**config.mk**
```make
export PLATFORM = sky130hd
export DESIGN_NAME = fib_sched
export DESIGN_NICKNAME = d
export VERILOG_FILES = /design/src/rtl/fib_pkg.sv /design/src/rtl/fib_core.sv /design/src/rtl/fib_sched.sv
export SDC_FILE = /design/constraint.sdc
export NUM_CORES = 1
export LEC_CHECK = 0
export ABC_CLOCK_PERIOD_IN_PS = 3800
export CORE_MARGIN = 5
export CORE_UTILIZATION = 55
export CTS_BUF_LIST = sky130_fd_sc_hd__clkbuf_4
export CTS_CLUSTER_DIAMETER = 80
export CTS_CLUSTER_SIZE = 16
export DETAILED_ROUTE_END_ITERATION = 7
export DONT_BUFFER_PORTS = 1
export PLACE_DENSITY = 0.82
export SLEW_MARGIN = 30
export SYNTH_ARGS = -nofsm -noshare
export SYNTH_HDL_FRONTEND = slang
export SYNTH_HIERARCHICAL = 1
export SYNTH_SLANG_ARGS = --single-unit
export TNS_END_PERCENT = 20
```
**constraint.sdc**
```tcl
create_clock -name clk -period 3.8 [get_ports clk]
set_clock_uncertainty 0.2 [all_clocks]
set_input_delay 0 -clock clk [delete_from_list [all_inputs] [get_ports clk]]
set_output_delay 0 -clock clk [all_outputs]
set_load 0.005 [all_outputs]
```
**src/rtl/fib_pkg.sv**
```systemverilog
// rtl/fib_pkg.sv - shared state encoding and default widths for the Fibonacci scheduler
package fib_pkg;
  typedef enum logic [1:0] {IDLE, RUN, DONE} fib_state_t;

  localparam int DEF_NREQ = 4;
  localparam int DEF_CW   = 4;
  localparam int DEF_VW   = 16;
endpackage

```
**src/rtl/fib_core.sv**
```systemverilog
// rtl/fib_core.sv - cur/prev/cnt Fibonacci datapath shared by all requesters
module fib_core
  import fib_pkg::*;
#(
  parameter int CW = DEF_CW,
  parameter int VW = DEF_VW
) (
  input  logic          clk,
  input  logic          rst_n,
  input  logic          load,
  input  logic          step,
  input  logic [CW-1:0] load_count,
  output logic [VW-1:0] cur,
  output logic          cnt_zero
);
  logic [CW-1:0] cnt;
  logic [VW-1:0] prev;

  // step is ignored once the count is exhausted, so cur holds the final value
  always_ff @(posedge clk or negedge rst_n) begin
    if (!rst_n) begin
      cnt  <= '0;
      cur  <= '0;
      prev <= '0;
    end else if (load) begin
      cnt  <= load_count;
      cur  <= VW'(1);
      prev <= '0;
    end else if (step && (cnt != '0)) begin
      cnt  <= cnt - 1'b1;
      prev <= cur;
      cur  <= cur + prev;
    end
  end

  assign cnt_zero = (cnt == '0);
endmodule

```
**src/rtl/fib_sched.sv**
```systemverilog
// rtl/fib_sched.sv - round-robin grant FSM sequencing one shared Fibonacci engine
module fib_sched
  import fib_pkg::*;
#(
  parameter int NREQ = DEF_NREQ,
  parameter int CW   = DEF_CW,
  parameter int VW   = DEF_VW
) (
  input  logic             clk,
  input  logic             rst_n,
  input  logic [NREQ-1:0]  req,
  input  logic [NREQ*CW-1:0] req_count,
  output logic [NREQ-1:0]  ack,
  output logic [NREQ-1:0]  done,
  output logic [VW-1:0]    result,
  output logic             busy
);
  localparam int IW = (NREQ > 1) ? $clog2(NREQ) : 1;

  fib_state_t    state;
  logic [IW-1:0] rr_ptr;
  logic [IW-1:0] idx;
  logic [IW-1:0] winner;
  logic          any_req;
  logic [CW-1:0] win_count;
  logic          load;
  logic [VW-1:0] cur;
  logic          cnt_zero;

  // first set request at or above rr_ptr, wrapping around
  always_comb begin
    any_req = 1'b0;
    winner  = rr_ptr;
    for (int k = 0; k < NREQ; k++) begin
      if (!any_req && req[(int'(rr_ptr) + k) % NREQ]) begin
        any_req = 1'b1;
        winner  = IW'((int'(rr_ptr) + k) % NREQ);
      end
    end
  end

  assign win_count = req_count[int'(winner)*CW +: CW];
  assign load      = (state == IDLE) && any_req;

  fib_core #(.CW(CW), .VW(VW)) u_core (
    .clk        (clk),
    .rst_n      (rst_n),
    .load       (load),
    .step       (state == RUN),
    .load_count (win_count),
    .cur        (cur),
    .cnt_zero   (cnt_zero)
  );

  always_ff @(posedge clk or negedge rst_n) begin
    if (!rst_n) begin
      state  <= IDLE;
      rr_ptr <= '0;
      idx    <= '0;
      ack    <= '0;
      done   <= '0;
      result <= '0;
      busy   <= 1'b0;
    end else begin
      ack  <= '0;
      done <= '0;
      case (state)
        IDLE: begin
          if (any_req) begin
            idx    <= winner;
            rr_ptr <= (int'(winner) == NREQ - 1) ? '0 : winner + 1'b1;
            ack    <= NREQ'(1) << winner;
            busy   <= 1'b1;
            state  <= RUN;
          end
        end
        RUN: begin
          if (cnt_zero) begin
            result <= cur;
            done   <= NREQ'(1) << idx;
            state  <= DONE;
          end
        end
        DONE: begin
          busy  <= 1'b0;
          state <= IDLE;
        end
        default: state <= IDLE;
      endcase
    end
  end
endmodule

```
* Word-level counts from Yosys, hierarchy flattened *
Cells that the tools add are included.

operators by class
  $lt $le $gt $ge = 4
  bitwise logic cells = 3
  reductions and logical operators = 20
  equal/unequal tests = 5
  multiplexer cells = 34
  shifts and indexed selects = 3
  add/subtract/negate cells = 6

operator list
  kind                                                  number
  2-to-1 mux 16 bit                                     4
  2-to-1 mux 4 bit                                      6
  adder 16 bit                                          1
  indexed part select 16 x 5 -> 4 bit                   1
  < comparator 3 x 4 -> 1 bit (second input constant)   3
  2-to-1 mux 1 bit                                      12
  2-to-1 mux 2 bit                                      6
  binary-select mux 1 bit (select 2 bit)                4
  AND reduction 2 bit                                   4
  << shifter 1 x 2 -> 4 bit (first input constant)      2
  OR reduction 2 bit                                    3
  logical AND 1 bit                                     5
  adder 2 x 1 -> 2 bit (second input constant)          2
  adder 2 bit (second input constant)                   2
  equality test 2 x 1 -> 1 bit (second input constant)  2
  zero test 4 bit                                       1
  inequality test 2 bit (second input constant)         2
  one-hot mux 2 bit (2 select lines)                    1
  nonzero test 2 bit                                    2
  nonzero test 4 bit                                    1
  subtractor 4 x 1 -> 4 bit (second input constant)     1
  bitwise AND 1 bit (first input constant)              3
  zero test 1 bit                                       3
  < comparator 2 x 3 -> 1 bit (second input constant)   1
  other kinds (3)                                       3

storage, ports and cells
  word-level logic and storage cells = 85
  bits of input ports = 22
  output and inout bits = 25
  register bits = 67

* Longest topological paths before layout *
  depth after elaboration = 17
  gate-level depth with buffers = 9
  gate-level depth less buffers = 9

* Hierarchy *
The synthesis kept the hierarchy.

modules (own cells, without submodules)
  module     instances  cells each  area each (sq um)  sequential area each (sq um)
  fib_core   1          272         2,306.0            900.9
  fib_sched  1          135         1,375.1            775.7

* Worst setup path before layout *
No wires, ideal clock.

  path type = register to register
  from = register u_core.cur[0]
  to = register u_core.cur[12]
  setup time = 126 ps
  required time = 3,474 ps
  arrival = 2,043 ps
  cell stages (with the launch flop) = 10
  clock period less this slack = 2,369 ps
  setup slack = 1,431 ps
  path buffers = 0
  cells stage by stage = dfrtp_1 > ha_1 > inv_1 > fa_1 > nor2b_1 > o31ai_2 > a21oi_1 > a31oi_1 > and4_1 > a311o_1

on the way
  word-level cells in the longest chain between the ends = 3

ends and longest elaborated chain
  what                    line            RTL
  from (decl)             fib_core.sv:13  output logic [VW-1:0] cur,
  from (signal assigned)  fib_core.sv:32  cur <= cur + prev;
  adder 16 bit            fib_core.sv:32
  2-to-1 mux 16 bit       fib_core.sv:29  end else if (step && (cnt != '0)) begin
  2-to-1 mux 16 bit       fib_core.sv:25  end else if (load) begin

Every way passes these cells. The select of a mux whose other input is x is not followed.
A chain may end at the register's enable or synchronous reset.

* Final worst setup path *
  from = register rr_ptr[0]
  to = register u_core.cnt[2]

on the way
  word-level cells in the longest chain between the ends = 14
  elaborated cells on any way between the ends = 31
  classes of those cells = 3 x add/sub; 1 x shift; 19 x mux; 8 x reduce/logical

ends and longest elaborated chain
  what                                                                            line                              RTL
  from (decl)                                                                     fib_sched.sv:21                   logic [IW-1:0] rr_ptr;
  from (signal assigned)                                                          fib_sched.sv:71                   rr_ptr <= (int'(winner) == NREQ - 1) ? '0 : winner + 1'b1;
  adder 2 x 1 -> 2 bit or binary-select mux 1 bit (select 2 bit) (tied branches)  fib_sched.sv:35, fib_sched.sv:37
  binary-select mux 1 bit (select 2 bit) or 2-to-1 mux 1 bit (tied branches)      fib_sched.sv:35                   if (!any_req && req[(int'(rr_ptr) + k) % NREQ]) begin
  2-to-1 mux 1 bit (implied by the code)                                          fib_sched.sv:35
  2-to-1 mux 1 bit (implied by the code) or zero test 1 bit (tied branches)       fib_sched.sv:35
  logical AND 1 bit                                                               fib_sched.sv:35
  2-to-1 mux 1 bit                                                                fib_sched.sv:35
  zero test 1 bit                                                                 fib_sched.sv:35
  logical AND 1 bit                                                               fib_sched.sv:35
  2-to-1 mux 1 bit                                                                fib_sched.sv:35
  zero test 1 bit                                                                 fib_sched.sv:35
  logical AND 1 bit                                                               fib_sched.sv:35
  2-to-1 mux 2 bit (*)                                                            fib_sched.sv:35
  indexed part select 16 x 5 -> 4 bit (*)                                         fib_sched.sv:42                   assign win_count = req_count[int'(winner)*CW +: CW];
  via win_count[2]                                                                fib_sched.sv:25                   logic [CW-1:0] win_count;
  2-to-1 mux 4 bit (*)                                                            fib_core.sv:25
  to (signal assigned)                                                            fib_core.sv:26                    cnt <= load_count;
  to (signal assigned)                                                            fib_core.sv:30                    cnt <= cnt - 1'b1;
  to (decl)                                                                       fib_core.sv:16                    logic [CW-1:0] cnt;

Mark *: on every way through the listed nets, which the timed path passes. The rest lies on a longest branch. The select of a mux whose other input is x is not followed.

==> flow_summary_export.csv <==
group,metric,value,unit
route,dr.pass1.iters,4,
synthesis,syn_area_per_cell,9.044,um^2
global_routing,track_usage,0.2062,
run_status,status,"finished, final reports clean",
sta,finalHoldViolCount,0,
synthesis,yosysSeqAreaShare,0.4555,
sta,fin_setup_tns,0,ns
synthesis,synth_edf_count,0,
setup_path,critPathBufInv,2,
route,drc,0,
sta,fin_crit,3.322,ns
die,dieArea,8429,um^2
route,wl,8188,um
route,vias,2993,
hold_path,hp-class,"primary input to register",
global_routing,gr-total-overflow,0,
synthesis,ys_ff_latch,67,
sta,finalCritPeriodShare,0.8743,
synthesis,yosys-top-cells-count,"108 x nand2_1, 67 x dfrtp_1, 37 x a21oi_1, 18 x nor2_1, 17 x ha_1",
die,ios,47,
setup_path,crit_type,"register to register",
setup_path,r2r_slack,0.48,ns
global_routing,grt_pass1_wl,14080,um
placement,io_buffers,0,
setup_path,worstPathCellList,"nor2b_1 > a2bb2oi_1 > o221ai_2 > mux2i_1 > dlygate4sd3_1 > mux2i_1 > dlygate4sd3_1 > nand2_1 > o21ai_0",
power,p_per_area,753.8,nW/um^2
power,ir_worst_vdd,349.2,uV
sta,setup_viol,0,
synthesis,synth-main-ff-cell,"dfrtp_1",
final_layout,areaGrowthSynthToFinish,12.13,%
synthesis,synthTopCellsByArea,"dfrtp_1 46%, nand2_1 11%, ha_1 5.8%",
power,p_switching,1371,uW
route,drt-initial-drc-count,173,
run,max_cap_viol_count,0,
setup_path,crit_arrival,3.40,ns
die,initial_core_util,0.5732,
synthesis,async_flop_share,1.000,
setup_path,cpMaxStageDelayCell,"o221ai_2",
placement,gp_congestion,0.9303,
power,p_leak,0.002020,uW
route,via_per_inst,5.892,
power,swShare,0.4405,
sta,worst_pin_slew,0.8162,ns
cts,cts_tree,"done",
synthesis,syn_nets,447,
setup_path,crit_family,"buffers and inverters",
die,die_w,91.81,um
setup_path,cp-start-kind,"register",
cts,clockRootBuffer,"clkbuf_4",
sta,slew_violations,0,
synthesis,synth_top_area_share,0.4555,
global_routing,antenna_found_initial,0,
sta,holdWs,0.04018,ns
synthesis,yosys.area.top_type,"dfrtp_1",
global_routing,grt_max_degree,68,
final_layout,final_util,0.6427,
cts,clock-sinks,67,
power,seq_power_share,0.386,
power,p_total,3111,uW
global_routing,grt_pass1_vias,2998,
sta,slew_headroom,0.4546,
synthesis,syn_inst,407,
placement,hpwl,5186,um
final_layout,drive_gt1_frac,0.07889,
sta,max_freq,0.3010,GHz
sta,rsz0062_at_grt,"no",
cts,clkSlewWorstSetupHoldPaths,0.12,ns
setup_path,critPathMaxStageDelay,0.62,ns
final_layout,fin_nets,466,
die,num_rows,29,
die,fp.dieH,91.81,um
setup_path,cp-end-kind,"register",
setup_path,crit_fanout,11,
cts,clk_path_buf_depth,2,
setup_path,crit_required,3.88,ns
cts,clk_latency,0.42,ns
power,p_comb_frac,0.460,
power,power.internal,1741,uW
synthesis,syn-cell-area,3681,um^2
die,core,6422,um^2
route,wl_per_cell,16.12,um
synthesis,synth.most_common_cell,"nand2_1",
cts,cts_buffers,9,
route,ant_nets,0,
power,clkPwrFrac,0.154,
cts,cts_setup_buffers,0,
synthesis,yosysUniqueCellTypes,54,
synthesis,ys_warn_count,6,
cts,htreeDepth,3,
final_layout,diodes,0,
[area by class of cell]
cell class	instances	area, um^2
multi-input cells	309	1876
repair buffers	26	285.3
clock buffers	9	67.56
inverters	13	48.80
fillers	510	2295
flip-flops and latches	67	1677
well taps	77	96.34
clock inverters	7	77.57
[power groups by stage]
stage	combinational (uW)	sequential [uW]	clock (uW)
finish	1430	1200	480
floorplan	1090	1150	0
global placement	1270	1210	0
global route	1620	1240	526
detailed placement	1330	1210	0
CTS	1430	1200	494
[tightest hold or removal path: cells and delay by family]
family | cells | cell delay (ns)
AO/OA/AOI/OAI | 2 | 0.50
AND/OR/NAND/NOR | 1 | 0.12
[layout by cell type, fill, tap and decap left out, types with 4 or more instances in the layout]
master,n
inv_1,11
nor2b_1,6
o21ai_0,14
a31oi_1,7
nor3_1,6
a21o_1,7
a21oi_1,37
clkinvlp_4,4
clkbuf_4,9
nand2_1,108
dlygate4sd3_1,20
nor2_1,18
nand3_1,9
nor3b_1,4
mux2i_1,13
ha_1,17
nand2b_1,5
buf_4,4
dfrtp_1,67
nor4_1,4
and3_1,5
[kinds of logic after synthesis]
kind of cell	Yosys count	share of synthesized area
adders and majority gates	18	0.06322
xor gates and xnor gates	6	0.01428
muxes	15	0.04147
DFF	67	0.4555
and+or+nand+nor	181	0.2250
AOI/OAI and AO/OA	89	0.1649
buffers and inverters	31	0.03569
[path summary, 6_finish.rpt]
check                           cells after the start              end       from
worst max register to register                      9    u_core/cnt[2]  rr_ptr[0]
worst min register to register                      1          done[1]     idx[1]
worst max-delay path                                9    u_core/cnt[2]  rr_ptr[0]
worst min-delay path                                3   u_core/prev[1]     req[3]
max in group asynchronous                           4  u_core/prev[12]      rst_n
min in group asynchronous                           4          done[0]      rst_n
[sequential cells by signal, summed over array words and instances (netlist names)]
| signal | count |
|---|---|
| ack | 4 |
| busy | 1 |
| done | 4 |
| idx | 2 |
| result | 16 |
| rr_ptr | 2 |
| state | 2 |
| u_core/cnt | 4 |
| u_core/cur | 16 |
| u_core/prev | 16 |
[timing repair]
action	4_1_cts	5_1_grt
hold buffers	22	0
resized for setup	0	0
hold endpoints to repair	78	0
[stage by stage]
stage	instances	area (um^2)	setup WS, ns
finish	508	4128	0.4778
detailed placement	470	3727	1.123
floorplan	407	3681	1.431
global placement	470	3727	1.306
global route	508	4128	0.2725
CTS	508	4128	0.5941
[layer usage]
layer,vias to the layer above,routed length [um],track usage
li1,1459,-,-
met1,1447,3741,0.2658
met2,75,3858,0.3408
met3,12,453,0.04992
met4,0,135,0.07178
met5,-,0,0
Power figures use the tool's default switching activity.
